<file path="src/rtl/pc_pkg.sv">
// Shared next-PC select encoding and default PC width, used by pc_unit and the control decoder.
// Pure declarations: no latency and no flow control.
package pc_pkg;

  localparam int PC_W_DEF = 16;

  localparam logic [2:0] PC_SEL_SEQ  = 3'b000;
  localparam logic [2:0] PC_SEL_BR   = 3'b001;
  localparam logic [2:0] PC_SEL_JMP  = 3'b010;
  localparam logic [2:0] PC_SEL_CALL = 3'b011;
  localparam logic [2:0] PC_SEL_RET  = 3'b100;

endpackage

</file>
<file path="src/rtl/pc_ras.sv">
// Circular return-address stack: one-cycle push/pop, combinational top-of-stack read, registered ovf/unf pulses.
// No backpressure: a push when full overwrites the oldest entry; a pop when empty is ignored apart from the unf pulse.
module pc_ras
  import pc_pkg::*;
#(
  parameter int PC_W  = PC_W_DEF,
  parameter int DEPTH = 4
) (
  input  logic                       clk,
  input  logic                       rst,
  input  logic                       push,
  input  logic                       pop,
  input  logic [PC_W-1:0]            push_dat,
  output logic [PC_W-1:0]            pop_dat,
  output logic                       empty,
  output logic [$clog2(DEPTH):0]     count,
  output logic                       ovf,
  output logic                       unf
);

  localparam int AW = $clog2(DEPTH);
  localparam logic [AW-1:0] PTR_ONE  = AW'(1);
  localparam logic [AW:0]   CNT_ONE  = (AW+1)'(1);
  localparam logic [AW:0]   CNT_FULL = (AW+1)'(DEPTH);

  logic [PC_W-1:0] mem [DEPTH];
  logic [AW-1:0]   ptr;
  logic            full;

  assign full    = (count == CNT_FULL);
  assign empty   = (count == '0);
  assign pop_dat = mem[ptr - PTR_ONE];

  always_ff @(posedge clk) begin
    if (rst) begin
      ptr   <= '0;
      count <= '0;
      ovf   <= 1'b0;
      unf   <= 1'b0;
    end else begin
      ovf <= push && full;
      unf <= pop && empty;
      // When full, ptr already sits on the oldest entry, so a push overwrites it.
      if (push) begin
        ptr <= ptr + PTR_ONE;
        if (!full) count <= count + CNT_ONE;
      end else if (pop && !empty) begin
        ptr   <= ptr - PTR_ONE;
        count <= count - CNT_ONE;
      end
    end
  end

  always_ff @(posedge clk) begin
    if (push && !rst) mem[ptr] <= push_dat;
  end

endmodule

</file>
<file path="src/rtl/pc_unit.sv">
// Program counter with sequential/branch/jump/call/return select and a circular RAS; one-cycle latency, no bypass.
// stall holds pc and the RAS. Optional PC_EXC_EN redirects targets above PC_LIMIT to EXC_VEC and pulses exc.
module pc_unit
  import pc_pkg::*;
#(
  parameter int              PC_W      = PC_W_DEF,
  parameter int              IMM_W     = 7,
  parameter logic [PC_W-1:0] RESET_VEC = '0,
  parameter int              RAS_DEPTH = 4,
  parameter logic [PC_W-1:0] EXC_VEC   = PC_W'(16'h0004),
  parameter logic [PC_W-1:0] PC_LIMIT  = PC_W'(16'h7FFF)
) (
  input  logic                         clk,
  input  logic                         rst,
  input  logic                         stall,
  input  logic [2:0]                   sel,
  input  logic [IMM_W-1:0]             imm,
  input  logic [PC_W-1:0]              alu_out,
  output logic [PC_W-1:0]              pc,
  output logic [PC_W-1:0]              pc_plus1,
  output logic [$clog2(RAS_DEPTH):0]   ras_count,
  output logic                         ras_ovf,
  output logic                         ras_unf,
  output logic                         exc
);

  localparam logic [PC_W-1:0] PC_ONE = PC_W'(1);

  logic [PC_W-1:0] imm_sx;
  logic [PC_W-1:0] nxt;
  logic [PC_W-1:0] tgt;
  logic [PC_W-1:0] ras_dat;
  logic            ras_empty;
  logic            do_push;
  logic            do_pop;

  assign pc_plus1 = pc + PC_ONE;
  assign imm_sx   = {{(PC_W-IMM_W){imm[IMM_W-1]}}, imm};

  always_comb begin
    nxt     = pc_plus1;
    do_push = 1'b0;
    do_pop  = 1'b0;
    case (sel)
      PC_SEL_BR:   nxt = pc_plus1 + imm_sx;
      PC_SEL_JMP:  nxt = alu_out;
      PC_SEL_CALL: begin
        nxt     = alu_out;
        do_push = !stall;
      end
      // An empty stack falls back to the ALU target rather than a stale entry.
      PC_SEL_RET:  begin
        nxt    = ras_empty ? alu_out : ras_dat;
        do_pop = !stall;
      end
      default:     nxt = pc_plus1;
    endcase
  end

  pc_ras #(
    .PC_W  (PC_W),
    .DEPTH (RAS_DEPTH)
  ) u_ras (
    .clk      (clk),
    .rst      (rst),
    .push     (do_push),
    .pop      (do_pop),
    .push_dat (pc_plus1),
    .pop_dat  (ras_dat),
    .empty    (ras_empty),
    .count    (ras_count),
    .ovf      (ras_ovf),
    .unf      (ras_unf)
  );

`ifdef PC_EXC_EN
  logic illegal;
  assign illegal = (nxt > PC_LIMIT);
  assign tgt     = illegal ? EXC_VEC : nxt;

  always_ff @(posedge clk) begin
    if (rst || stall) exc <= 1'b0;
    else              exc <= illegal;
  end
`else
  logic unused_exc_cfg;
  assign unused_exc_cfg = ^{EXC_VEC, PC_LIMIT};
  assign tgt            = nxt;
  assign exc            = 1'b0;
`endif

  always_ff @(posedge clk) begin
    if (rst)         pc <= RESET_VEC;
    else if (!stall) pc <= tgt;
  end

endmodule
</file>
<file path="config.mk">
export PLATFORM = sky130hd
export DESIGN_NAME = pc_unit
export DESIGN_NICKNAME = d
export VERILOG_FILES = /design/src/rtl/pc_pkg.sv /design/src/rtl/pc_ras.sv /design/src/rtl/pc_unit.sv
export SDC_FILE = /design/constraint.sdc
export NUM_CORES = 1
export LEC_CHECK = 0
export BUFFER_PORTS_ARGS = -buffer_cell sky130_fd_sc_hd__buf_2
export CAP_MARGIN = 20
export CORE_MARGIN = 1
export CORE_UTILIZATION = 34
export CTS_BUF_LIST = sky130_fd_sc_hd__clkbuf_2
export DETAILED_ROUTE_END_ITERATION = 10
export PLACE_DENSITY = 0.52
export SLEW_MARGIN = 20
export SYNTH_ARGS = -nofsm -noshare
export SYNTH_HDL_FRONTEND = slang
export SYNTH_SLANG_ARGS = --single-unit
</file>
<file path="constraint.sdc">
create_clock -name clk -period 4 [get_ports clk]
set_input_delay 0.4 -clock clk [delete_from_list [all_inputs] [get_ports clk]]
set_output_delay 0.4 -clock clk [all_outputs]
set_load 0.05 [all_outputs]
</file>
---- Word level (Yosys, flattened, before mapping) ----
Memories as Yosys holds them, arrays and structs flattened.
Cells that the tools add are included.
storage, ports and cells
  bits in latches ......................... 0
  input bits .............................. 29
  register bits ........................... 23
  memories ................................ 1
  RAM bits ................................ 64
  memory bits (read-only) ................. 0
memory list
  name       depth  width  rd ports  clocked after memory_dff  write ports  RTL line      text
  u_ras.mem  4      16     1         0                         1            pc_ras.sv:26  logic [PC_W-1:0] mem [DEPTH];
operators by class
  bitwise operators ....................... 0
  shift-type cells ........................ 0
  multiply operators ...................... 0
  add/sub/neg operators ................... 6
  div/mod/pow operators ................... 0
  muxes and demuxes ....................... 11
  reductions and logical operators ........ 11
  order comparisons ....................... 0
  eq/ne operators ......................... 6
operators with widths
  operator                 count
  $pmux W16 S3             1
  $add A16 B1 Y16 const B  1
  $add A16 B16 Y16         1
  $mux W16                 1
  $mux W3                  3
  $eq A3 B2 Y1 const B     2
  $eq A3 B3 Y1 const B     2
  $logic_and A1 B1 Y1      4
  $mux W1                  4
  $mux W2                  2
  $add A3 B1 Y3 const B    1
  $eq A3 B1 Y1 const B     1
  $logic_not A1 Y1         3
  $logic_not A3 Y1         1
  $sub A3 B1 Y3 const B    1
  $add A2 B1 Y2 const B    1
  $ne A2 B2 Y1 const B     1
  $reduce_and A2 Y1        1
  $reduce_bool A2 Y1       1
  $reduce_or A2 Y1         1
  $sub A2 B1 Y2 const B    1

---- Depth between registers and ports, before layout ----
  depth in word-level cells ............... 5
  mapped depth ............................ 11

---- Cells and area by module ----
From an unflattened synthesis, not the netlist that was laid out.
second synthesis, totals
  cell total of the unflattened synthesis .. 413
  area, all modules ....................... 4857.2 um^2
by module, submodules not included
  module   times used  area each (um^2)  cells each  seq. area each (um^2)
  pc_ras   1           2743.9            134         2062.0
  pc_unit  1           2113.3            279         320.3

---- Worst setup path after synthesis ----
OpenSTA, ideal clock, no wires.
  path kind ............................... register to register
  from .................................... register pc[0]
  to ...................................... register pc[15]
  cell stages (with the launch flop) ...... 11
  slack ................................... -78 ps
  period minus slack after synthesis ...... 4078 ps
  library setup time ...................... 62 ps
  arrival ................................. 4016 ps
  cell sequence ........................... dfxtp_1 ha_1 nand3_1 nor4_1 xor2_1 ha_1 a211o_1 nor2_1 o31ai_1 or4_1 nand3_1
between the ends
  word-level cells in the longest chain between the ends .. 3
ends and longest elaborated chain
  element                 RTL line       text
  from (decl)             pc_unit.sv:19  output logic [PC_W-1:0] pc,
  from (signal assigned)  pc_unit.sv:94  else if (!stall) pc <= tgt;
  $add A16 B1 Y16         pc_unit.sv:37  assign pc_plus1 = pc + PC_ONE;
  named net pc_plus1[12]  pc_unit.sv:20  output logic [PC_W-1:0] pc_plus1,
  $add A16 B16 Y16        pc_unit.sv:45  PC_SEL_BR: nxt = pc_plus1 + imm_sx;
  $pmux W16 S3            pc_unit.sv:44  case (sel)
The timed path passes the listed nets, and every way through them passes these cells.
A chain may end at the register's enable or synchronous reset.

---- Worst setup path in the final report ----
  from .................................... register pc[0]
  to ...................................... register pc[15]
between the ends
  word-level cells in the longest chain between the ends .. 3
ends and longest elaborated chain
  element              RTL line
  $add A16 B1 Y16 (*)  pc_unit.sv:37
  $add A16 B16 Y16     pc_unit.sv:45
  $pmux W16 S3 (*)     pc_unit.sv:44
Mark *: on every way between the ends. The rest lies on a longest branch, timed or not.

==> qor.yml <==
outcome:
  status: "completed"
global_route:
  grt-ovfl-total: 0
  grt_antenna_before_repair: 0
  grt.total_usage: 0.196
  grt_pass1_wl_um: 20800
  grt_pass1_vias: 3594
  grt_max_degree: 25
sta:
  final.min_clock_period_ns: 3.33
  max_freq_mhz: 301
  finClkSkew_ns: 0.0371
  hold_viol: 0
  worst_slew_pin_slew_ns: 0.989
  setup_viol: 0
  final.setup.tns_ns: 0
  postLayoutSetupSlackWorst_ns: 0.674
  drv_slew: 0
  slew_headroom: 0.341
  grt_setup_unrepaired: "false"
  period_share: 0.831
synth:
  syn_nets: 454
  syn_inst: 399
  ys_seq_area_frac: 0.494
  async_flop_share: 0
  synth_top_flop_cell: "edfxtp_1"
  synth_area_per_cell_um2: 12.1
  ys_ff_latch: 87
  synthesis.area_um2: 4830
  synth.distinct_cells: 68
  synth_enable_flop_cells: 64
  ys_top_cells_by_area: "edfxtp_1, dfxtp_1, mux4_2"
  yosysTopAreaCellShare: 0.398
  ys_warn_count: 0
  yosysTopAreaCell: "edfxtp_1"
power:
  power_density_nw_per_um2: 351
  power.switching_uw: 686
  p_clk_frac: 0.209
  switching_share: 0.357
  power_mw: 1.92
  p_comb_frac: 0.259
  intPower_mw: 1.24
  peakVddDrop_uv: 109
  seq_power_share: 0.532
  leakagePower_nw: 2.10
routing:
  top_layer: "met4"
  vias: 3686
  dr_wl_met2_um: 6380
  drtAntennaViolNets: 0
  drt-met1-wl_um: 6300
  routed_wl_um: 13600
  drtIter0Drc: 245
  drcViolationCount: 0
  first_pass_iters: 4
  avgRoutedWirePerCell_um: 20.7
  dr_wl_met3_um: 563
  vias_per_cell: 5.62
placed_design:
  preCtsSetupSlack_ns: 0.707
  gp_congestion: 0.851
  io_buffers: 65
  hpwl_um: 9640
  placed_cell_area_um2: 5380
floorplan:
  dieArea_um2: 14700
  die_h_um: 121
  ioPinCount: 67
  core_area_um2: 13900
  initial_utilization: 0.348
  die_w_um: 121
  row_count: 43
final_layout:
  fin_area_um2: 5480
  antennaDiodeCount: 0
  syn2layout_area_growth_pct: 13.6
  layout-drive-gt1-share: 0.254
  nNetsFinal: 526
  final_cell_mix: "buf_2, edfxtp_1, a21oi_1, nor2_1, ha_1"
  nFillCells: 1336
  final_common_cell: "buf_2"
clock_network:
  htreeDepth: 3
  path_clk_slew_ns: 0.25
  clockBufferDepth: 2
  cts_resized: 0
  post-cts-setup-buffers: 0
  insertion_delay_ns: 0.64
  numCtsBuffers: 9
  clockRootBuffer: "clkbuf_2"
  cts_tree: "done"
  clock-sinks: 87
critical_path:
  critPathMaxStageDelay_ns: 0.64
  reg2reg_from: "pc[0]"
  crit_path_end_kind: "flop"
  critPathLaunchType: "flop"
  crit_family: "simple AND/OR/NAND/NOR gates"
  cp_cell_sequence: "ha_1 > nand3_1 > nor4_1 > xor2_2 > ha_1 > a211o_1 > nor2_1 > o31ai_1 > or4_1 > nand3_1"
  critPathMaxFanout: 8
  worstPathRequired_ns: 4.58
  slowest_stage: "nor4_1"
  critical_path_buf_inv_count: 0
  arrival_ns: 3.91
  startpoint: "pc[0]"
  worstSetupPathType: "flop to flop"
hold_path:
  hp-start: "sel[1]"
  holdCritPathClass: "input pin to flop"
job:
  drv_cap: 0
-- logic make-up (layout without fill, tap and decap cells) --
kind of cell | count (synthesis) | count (layout) | share of synthesized area
other | 1 | 1 | 0.000777
XOR/XNOR | 26 | 26 | 0.0503
multiplexers | 18 | 18 | 0.0788
AND/OR/NAND/NOR | 104 | 104 | 0.118
buffers and inverters | 31 | 108 | 0.0303
adder cells (fa/ha/maj) | 26 | 26 | 0.0705
flip-flops | 87 | 87 | 0.494
AO/OA/AOI/OAI | 106 | 106 | 0.158
-- worst paths after layout --
kind / end / slack, ns / cells past startpoint
max: pc[15] / 0.67 / 10
min: u_ras.unf / 0.09 / 3
max reg2reg: pc[15] / 0.67 / 10
min reg2reg: u_ras.count[2] / 0.55 / 2
-- flip-flops by register name, summed over array words and instances (netlist names) --
register     cells
u_ras.count      3
u_ras.mem       64
u_ras.ovf        1
u_ras.ptr        2
u_ras.unf        1
pc              16
-- routing by layer --
| metal | GRT usage | up-vias |
|---|---|---|
| met5 | 0 | - |
| met4 | 0.0849 | 0 |
| met3 | 0.0305 | 21 |
| met2 | 0.318 | 95 |
| met1 | 0.259 | 1869 |
| li1 | - | 1701 |
-- cell type report --
cell class              count  area [um2]  share of cell area
clock buffers               9        45.0             0.00822
clock inverters             7        40.0             0.00730
inverters                  15        56.3              0.0103
multi-input cells         281        2310               0.422
flip-flops and latches     87        2380               0.435
well taps                 180         225              0.0411
repair buffers             77         420              0.0767
-- timing repair --
action	CTS	global route
hold endpoints to repair	2	0
hold buffers	2	0
setup endpoints to repair	0	0
-- power groups by stage --
stage	Combinational, mW	Sequential, mW	Clock [mW]
2_1_floorplan	0.316	1.09	0
4_1_cts	0.498	1.02	0.412
3_3_place_gp	0.493	1.04	0
5_1_grt	0.538	1.03	0.441
6_report	0.497	1.02	0.402
3_5_place_dp	0.494	1.04	0
-- worst reg2reg max path, delay by kind of cell, from the launching register on --
family,cells,cell delay [ns]
and+or+nand+nor,5,1.52
xor gates and xnor gates,1,0.31
adders and majority gates,2,0.58
DFF,1,0.50
AOI/OAI and AO/OA,2,0.39
-- cells in the mapped netlist (2+ instances only) --
cell type	instances
or3_1	5
and3_1	5
a221oi_1	10
a222oi_1	2
dfxtp_1	23
o31ai_1	2
o21a_1	5
a21oi_1	29
edfxtp_1	64
a221o_1	4
nand2b_1	4
a211o_1	2
buf_4	3
nor2_1	24
buf_6	2
o21ai_1	4
a21o_1	4
mux2i_1	2
inv_1	15
xor2_1	5
a31oi_1	4
buf_2	2
mux4_2	16
and2_1	5
fa_1	2
nor3_1	6
o21ai_0	11
clkbuf_1	8
o21bai_1	6
a211oi_1	3
nand4_1	4
nand3b_1	2
a22oi_1	2
xnor2_1	20
nor4_1	6
ha_1	24
nand2_1	20
nand3_1	13
nand3_2	2
-- per-stage QoR --
stage | utilization | hold slack [ns] | instances
final | 0.395 | 0.0873 | 656
after global placement | 0.387 | 0.523 | 638
after floorplan | - | 0.557 | 399
after global routing | 0.395 | 0.0915 | 656
after CTS | 0.395 | 0.0663 | 656
after detailed placement | 0.387 | 0.535 | 638
Power figures use the tool's default switching activity.
